<file path="src/rtl/remote_node_initiator_if.sv">
// rtl/remote_node_initiator_if.sv - request/return channel bundle between initiator and responder
interface remote_node_initiator_if #(
    parameter int width_p     = 32,
    parameter int tag_width_p = 3
);
    logic               v_o;
    logic [width_p-1:0] data_o;
    logic               yumi_i;
    logic               v_i;
    logic [width_p-1:0] data_i;
    logic               yumi_o;

    modport master (
        output v_o, data_o, yumi_o,
        input  yumi_i, v_i, data_i
    );

    modport slave (
        input  v_o, data_o, yumi_o,
        output yumi_i, v_i, data_i
    );
endinterface

</file>
<file path="src/rtl/remote_node_initiator.sv">
// rtl/remote_node_initiator.sv - tagged request issuer and out-of-order return checker; REMOTE_NODE_INITIATOR_THROTTLE_EN adds LFSR return hold-off
module remote_node_initiator #(
    parameter int width_p     = 32,
    parameter int tag_width_p = 3,
    parameter int num_trans_p = 64
) (
    input  logic                   clk_i,
    input  logic                   reset_i,
    input  logic                   en_i,
    remote_node_initiator_if.master bus,
    output logic [tag_width_p:0]   outstanding_o,
    output logic                   done_o,
    output logic [1:0]             error_o
);
    localparam int slots_lp  = 1 << tag_width_p;
    localparam int seq_w_lp  = width_p - tag_width_p;
    localparam int sent_w_lp = $clog2(num_trans_p + 1);

    localparam logic [sent_w_lp-1:0]   num_trans_lp = sent_w_lp'(num_trans_p);
    localparam logic [sent_w_lp-1:0]   sent_one_lp  = sent_w_lp'(1);
    localparam logic [tag_width_p:0]   out_one_lp   = (tag_width_p + 1)'(1);
    localparam logic [tag_width_p-1:0] tag_one_lp   = tag_width_p'(1);
    localparam logic [seq_w_lp-1:0]    seq_one_lp   = seq_w_lp'(1);

    logic [slots_lp-1:0]    busy_r, busy_n;
    logic [width_p-1:0]     mem_r [slots_lp];
    logic [tag_width_p-1:0] tag_r;
    logic [seq_w_lp-1:0]    seq_r;
    logic [sent_w_lp-1:0]   sent_r, sent_n;
    logic [tag_width_p:0]   outstanding_r, outstanding_n;
    logic [1:0]             error_r;
    logic                   done_r;

    logic                   issue;
    logic                   ret;
    logic                   ret_hit;
    logic                   ret_miss;
    logic                   mismatch;
    logic [tag_width_p-1:0] ret_tag;

    // Outputs are gated by reset so nothing leaks while the flops are being cleared.
    assign bus.v_o    = ~reset_i & en_i & (sent_r < num_trans_lp) & ~busy_r[tag_r];
    assign bus.data_o = {seq_r, tag_r};

`ifdef REMOTE_NODE_INITIATOR_THROTTLE_EN
    logic [15:0] lfsr_r;

    always_ff @(posedge clk_i or posedge reset_i) begin
        if (reset_i) begin
            lfsr_r <= 16'hACE1;
        end else begin
            lfsr_r <= {lfsr_r[14:0], lfsr_r[15] ^ lfsr_r[13] ^ lfsr_r[12] ^ lfsr_r[10]};
        end
    end

    assign bus.yumi_o = ~reset_i & bus.v_i & lfsr_r[0];
`else
    assign bus.yumi_o = ~reset_i & bus.v_i;
`endif

    assign issue    = bus.v_o & bus.yumi_i;
    assign ret      = bus.yumi_o;
    assign ret_tag  = bus.data_i[tag_width_p-1:0];
    assign ret_hit  = ret & busy_r[ret_tag];
    assign ret_miss = ret & ~busy_r[ret_tag];
    assign mismatch = ret_hit & (bus.data_i != mem_r[ret_tag]);

    // Issue and return never target the same slot: issue needs it idle, a hit needs it busy.
    always_comb begin
        busy_n        = busy_r;
        sent_n        = sent_r;
        outstanding_n = outstanding_r;
        if (ret_hit) begin
            busy_n[ret_tag] = 1'b0;
        end
        if (issue) begin
            busy_n[tag_r] = 1'b1;
            sent_n        = sent_r + sent_one_lp;
        end
        case ({issue, ret_hit})
            2'b10:   outstanding_n = outstanding_r + out_one_lp;
            2'b01:   outstanding_n = outstanding_r - out_one_lp;
            default: outstanding_n = outstanding_r;
        endcase
    end

    always_ff @(posedge clk_i or posedge reset_i) begin
        if (reset_i) begin
            busy_r        <= '0;
            tag_r         <= '0;
            seq_r         <= '0;
            sent_r        <= '0;
            outstanding_r <= '0;
            error_r       <= '0;
            done_r        <= 1'b0;
        end else begin
            busy_r        <= busy_n;
            sent_r        <= sent_n;
            outstanding_r <= outstanding_n;
            done_r        <= (sent_n == num_trans_lp) && (outstanding_n == '0);
            if (issue) begin
                tag_r <= tag_r + tag_one_lp;
                seq_r <= seq_r + seq_one_lp;
            end
            if (ret_miss) begin
                error_r[0] <= 1'b1;
            end
            if (mismatch) begin
                error_r[1] <= 1'b1;
            end
        end
    end

    // Copies of issued words are only read for busy slots, so they need no reset.
    always_ff @(posedge clk_i) begin
        if (issue) begin
            mem_r[tag_r] <= bus.data_o;
        end
    end

    assign outstanding_o = outstanding_r;
    assign done_o        = done_r;
    assign error_o       = error_r;
endmodule

</file>
<file path="src/flat_wrapper.sv">
// flat-port wrapper written by rule: the top's interface ports become plain ports
module remote_node_initiator_flat 
#(
    parameter int width_p     = 32,
    parameter int tag_width_p = 3,
    parameter int num_trans_p = 64
)
  (clk_i, reset_i, en_i, outstanding_o, done_o, error_o, bus_v_o, bus_data_o, bus_yumi_o, bus_yumi_i, bus_v_i, bus_data_i);
  remote_node_initiator_if #(.width_p(width_p), .tag_width_p(tag_width_p)) bus_i ();
  input  logic clk_i;
  input  logic reset_i;
  input  logic en_i;
  output logic [tag_width_p:0] outstanding_o;
  output logic done_o;
  output logic [1:0] error_o;
  output wire logic [$bits(bus_i.v_o)-1:0] bus_v_o;
  output wire logic [$bits(bus_i.data_o)-1:0] bus_data_o;
  output wire logic [$bits(bus_i.yumi_o)-1:0] bus_yumi_o;
  input wire logic [$bits(bus_i.yumi_i)-1:0] bus_yumi_i;
  input wire logic [$bits(bus_i.v_i)-1:0] bus_v_i;
  input wire logic [$bits(bus_i.data_i)-1:0] bus_data_i;
  assign bus_v_o = bus_i.v_o;
  assign bus_data_o = bus_i.data_o;
  assign bus_yumi_o = bus_i.yumi_o;
  assign bus_i.yumi_i = bus_yumi_i;
  assign bus_i.v_i = bus_v_i;
  assign bus_i.data_i = bus_data_i;
  remote_node_initiator #(.width_p(width_p), .tag_width_p(tag_width_p), .num_trans_p(num_trans_p)) u_core (.clk_i(clk_i), .reset_i(reset_i), .en_i(en_i), .bus(bus_i), .outstanding_o(outstanding_o), .done_o(done_o), .error_o(error_o));
endmodule
</file>
<file path="config.mk">
export PLATFORM = sky130hd
export DESIGN_NAME = remote_node_initiator_flat
export DESIGN_NICKNAME = d
export VERILOG_FILES = /design/src/rtl/remote_node_initiator_if.sv /design/src/rtl/remote_node_initiator.sv /design/src/flat_wrapper.sv
export SDC_FILE = /design/constraint.sdc
export NUM_CORES = 1
export LEC_CHECK = 0
export CORE_MARGIN = 3
export CORE_UTILIZATION = 25
export DETAILED_ROUTE_END_ITERATION = 12
export HOLD_SLACK_MARGIN = 0.15
export PLACE_DENSITY = 0.39
export SLEW_MARGIN = 20
export SYNTH_ARGS = -nofsm -noshare
export SYNTH_HDL_FRONTEND = slang
export SYNTH_SLANG_ARGS = --single-unit
</file>
<file path="constraint.sdc">
create_clock -name clk_i -period 5.95 [get_ports clk_i]
set_input_delay 1.4875 -clock clk_i [delete_from_list [all_inputs] [get_ports clk_i]]
set_output_delay 1.4875 -clock clk_i [all_outputs]
set_load 0.01 [all_outputs]
</file>
==> run_results.csv <==
group,metric,value,unit
run_status,outcome,"finished clean",
floorplan,floorplan.rows,81,
place,dp_cells,1452,
global_routing,global_route.usage.total,0.132,
setup_path,crit_arrival,5.09,ns
logic_synthesis,synth-warning-count,0,
clock_network,tritoncts.num_buffers,37,
logic_synthesis,syn_nets,765,
drt,initial_drt_markers,352,
finish,mostFrequentLayoutCells,"sky130_fd_sc_hd__edfxtp_1 (256), sky130_fd_sc_hd__clkdlybuf4s50_1 (75), sky130_fd_sc_hd__mux2i_1 (62)",
power_and_ir_drop,vdd.ir_drop.worst,0.211,mV
sta,fin_worst_hold_slack,0.499,ns
setup_path,reg2reg_setup_slack,1.85,ns
logic_synthesis,netlist.top_cell.by_area,"sky130_fd_sc_hd__edfxtp_1",
logic_synthesis,post_synth_inst_count,722,
logic_synthesis,synth_enable_flop_cells,256,
sta,fmaxAchievable,217,MHz
finish,drive_above_1_share,0.157,
setup_path,reg2reg_from,"u_core.tag_r[0]",
place,io_buffers,77,
global_routing,globalRouteOverflowTotal,0,
finish,fillers,4880,
finish,fin_cells,1520,
floorplan,die_h,230,um
logic_synthesis,synthesis.area,12600,sq um
clock_network,postCtsHoldBufs,0,
logic_synthesis,register_bit_total_from_synthesis,310,
logic_synthesis,synth_cell_type_count,52,
sta,worst_slew_pin_slew,0.808,ns
floorplan,core-area,49300,sq um
worst_hold_path,worst_hold_path.num_cells,2,
setup_path,worstPathRequired,6.43,ns
clock_network,cts.clk_slew.worst_paths,0.06,ns
setup_path,crit_fanout,11,
power_and_ir_drop,power.share.sequential,0.491,
clock_network,cts.path.max_buffers,3,
power_and_ir_drop,clkPwrFrac,0.461,
sta,hold_viol,0,
setup_path,critPathSlowestCell,"sky130_fd_sc_hd__clkdlybuf4s50_1",
clock_network,resize_count_post_cts,0,
setup_path,crit_buf_inv,2,
logic_synthesis,asyncSetResetFlopFracSynth,0.174,
setup_path,r2r_cells,13,
drt,avgViaCountPerCell,4.36,
drt,firstDrtPassIters,4,
floorplan,design.portCount,78,
global_routing,grt_start_max_net_pins,71,
power_and_ir_drop,swShare,0.214,
sta,unrepaired_setup_endpoints_after_global_routing,"false",
logic_synthesis,ys_dominant_reg_cell,"sky130_fd_sc_hd__edfxtp_1",
sta,final_min_period_over_clock_period,0.775,
finish,n_antenna_cell,0,
setup_path,path_class,"in2reg",
clock_network,clock_tree_from_tritoncts,"done",
logic_synthesis,avgSynthCellArea,17.4,sq um
place,preCtsSetupSlack,0.792,ns
setup_path,cpLargestDelayFamily,"simple AND/OR/NAND/NOR gates",
power_and_ir_drop,total_leakage_power,5.90,nW
power_and_ir_drop,comb_power_share,0.048,
drt,vias,6634,
sta,postLayoutSetupSlackWorst,1.34,ns
drt,routed_wirelength,34500,um
global_routing,grt_antenna_before_repair,1,
finish,areaGrowthSynthToFinish,22.8,%
global_routing,first_global_vias,7062,
sta,setup_viol_count_final,0,
place,dp.final_hpwl,20900,um
setup_path,worst_r2r_end,"u_core.done_o",
setup_path,setup.worst_path.end_class,"flip-flop",
logic_synthesis,synth_area_leaders,"sky130_fd_sc_hd__edfxtp_1 (61%), sky130_fd_sc_hd__dfrtp_1 (11%), sky130_fd_sc_hd__mux4_2 (5.6%)",
drt,postRouteAntennaNets,0,
setup_path,sequence_of_cells_on_the_critical_path,"clkdlybuf4s50_1 > nor2b_1 > buf_4 > a221oi_1 > o21a_1 > nor2b_1 > ha_1 > nor4bb_1 > a211oi_1 > a211oi_1 > xor2_1 > nor4_1 > and4_1",
global_routing,grt_pass1_wl,50600,um
place,routabilityCongestion,0.727,
worst_hold_path,min-delay-path-class,"reg2reg",
setup_path,cp_slowest_stage_delay,0.70,ns
power_and_ir_drop,power.internal,3.78,mW
sta,post-route-min-period,4.61,ns
sta,slew_headroom,0.462,
setup_path,cp-startpoint,"bus_data_i[1]",
drt,drt-wirelength-per-cell,22.7,um
power_and_ir_drop,power.density,312,nW/um^2
finish,final_util,0.313,
clock_network,clkLatencyLatePin,0.54,ns
clock_network,tritoncts_num_sinks,310,
sta,setup_tns,0,ns
power_and_ir_drop,power.net_switching,1.03,mW
floorplan,chipWidth,230,um
clock_network,htreeDepth,2,
logic_synthesis,seq_area_frac_synth,0.720,
setup_path,startpoint_type,"input pin",
job,max_cap_viol_count,0,
logic_synthesis,synth_top_area_frac,0.612,
sta,timing_max_transition_violations_final,0,
finish,final_common_cell,"sky130_fd_sc_hd__edfxtp_1",
clock_network,root_buffer_cell,"sky130_fd_sc_hd__clkbuf_16",
finish,nNetsFinal,870,
clock_network,cts_setup_buffers,0,
sta,finalClockSkew,0.0126,ns
floorplan,design.die.area,53000,sq um
drt,drcViolationCount,0,
setup_path,critical_path_depth,13,
setup_path,timing.critical_path.to,"u_core.done_o",
floorplan,starting_density_of_the_core,0.255,
[layout make-up]
type                       count  area (sq um)  share of cell area
clock buffer                  55          1070              0.0691
clock inverter                13           121             0.00787
inverter                       9          33.8             0.00219
multi-input combinational    372          3410               0.221
sequential                   310          9040               0.586
tap                          664           831              0.0539
timing repair buffer          97           926              0.0600
[flip-flops by register name, indices dropped and copies added (netlist names)]
name                  flops
u_core.error_o            2
u_core.seq_r             29
u_core.mem_r            256
u_core.sent_r             7
u_core.done_o             1
u_core.tag_r              3
u_core.outstanding_o      4
u_core.busy_r             8
[synth_stat cells, types with 4 or more instances]
| cell | instances |
|---|---|
| sky130_fd_sc_hd__edfxtp_1 | 256 |
| sky130_fd_sc_hd__nor4_1 | 10 |
| sky130_fd_sc_hd__xor2_1 | 20 |
| sky130_fd_sc_hd__nand3_1 | 9 |
| sky130_fd_sc_hd__a21oi_1 | 6 |
| sky130_fd_sc_hd__mux2i_1 | 62 |
| sky130_fd_sc_hd__xnor2_1 | 48 |
| sky130_fd_sc_hd__nor2_1 | 15 |
| sky130_fd_sc_hd__dfrtp_1 | 54 |
| sky130_fd_sc_hd__mux2_2 | 15 |
| sky130_fd_sc_hd__mux4_2 | 31 |
| sky130_fd_sc_hd__nand4_1 | 12 |
| sky130_fd_sc_hd__nor3_1 | 8 |
| sky130_fd_sc_hd__buf_2 | 9 |
| sky130_fd_sc_hd__nand2b_1 | 8 |
| sky130_fd_sc_hd__inv_1 | 8 |
| sky130_fd_sc_hd__nor2b_1 | 6 |
| sky130_fd_sc_hd__a221oi_1 | 11 |
| sky130_fd_sc_hd__ha_1 | 6 |
| sky130_fd_sc_hd__and3_1 | 5 |
| sky130_fd_sc_hd__o22ai_1 | 8 |
| sky130_fd_sc_hd__clkbuf_1 | 16 |
| sky130_fd_sc_hd__o21ai_0 | 16 |
| sky130_fd_sc_hd__a22oi_1 | 9 |
| sky130_fd_sc_hd__nand2_1 | 29 |
| sky130_fd_sc_hd__a22o_1 | 4 |
[cell families (layout without fill, tap and decap cells)]
group / count (synthesis) / count (layout) / share of synthesized area
xor+xnor: 68 / 68 / 0.0474
compound gates: 68 / 68 / 0.0375
buf+inv: 40 / 174 / 0.0146
simple gates: 120 / 120 / 0.0544
flops: 310 / 310 / 0.720
mux: 110 / 110 / 0.121
fa+ha+maj: 6 / 6 / 0.00598
[tightest hold or removal path, cell delays in order (launching register included)]
cell                      delay, ns
sky130_fd_sc_hd__dfrtp_1       0.32
sky130_fd_sc_hd__inv_1         0.06
sky130_fd_sc_hd__o21ai_0       0.08
[through the flow]
step,cell area [sq um],total power [mW]
6_report,15400,4.81
5_1_grt,15400,5.00
4_1_cts,15400,4.90
3_5_place_dp,14200,2.64
3_3_place_gp,14200,2.64
2_1_floorplan,12600,2.52
[worst min-delay path by stage]
stage	from	end	slack, ns
floorplan	u_core.sent_r[6]	u_core.sent_r[6]	0.44
global placement	u_core.sent_r[6]	u_core.sent_r[6]	0.50
detailed placement	u_core.outstanding_o[3]	u_core.outstanding_o[3]	0.48
CTS	u_core.outstanding_o[3]	u_core.outstanding_o[3]	0.50
global route	u_core.outstanding_o[3]	u_core.outstanding_o[3]	0.51
finish	u_core.sent_r[6]	u_core.sent_r[6]	0.50
[routing by layer]
metal | part of all wire | GRT usage
met2 | 0.47 | 0.209
met5 | 0.00020 | 0
met1 | 0.48 | 0.182
met3 | 0.037 | 0.0315
met4 | 0.021 | 0.0337
[power by group through the flow]
stage	Sequential [mW]	Combinational, mW	Clock (mW)
floorplan	2.41	0.115	0
global placement	2.40	0.238	0
detailed placement	2.40	0.238	0
CTS	2.36	0.239	2.30
global route	2.36	0.252	2.38
finish	2.36	0.232	2.22
Power figures use the tool's default switching activity.
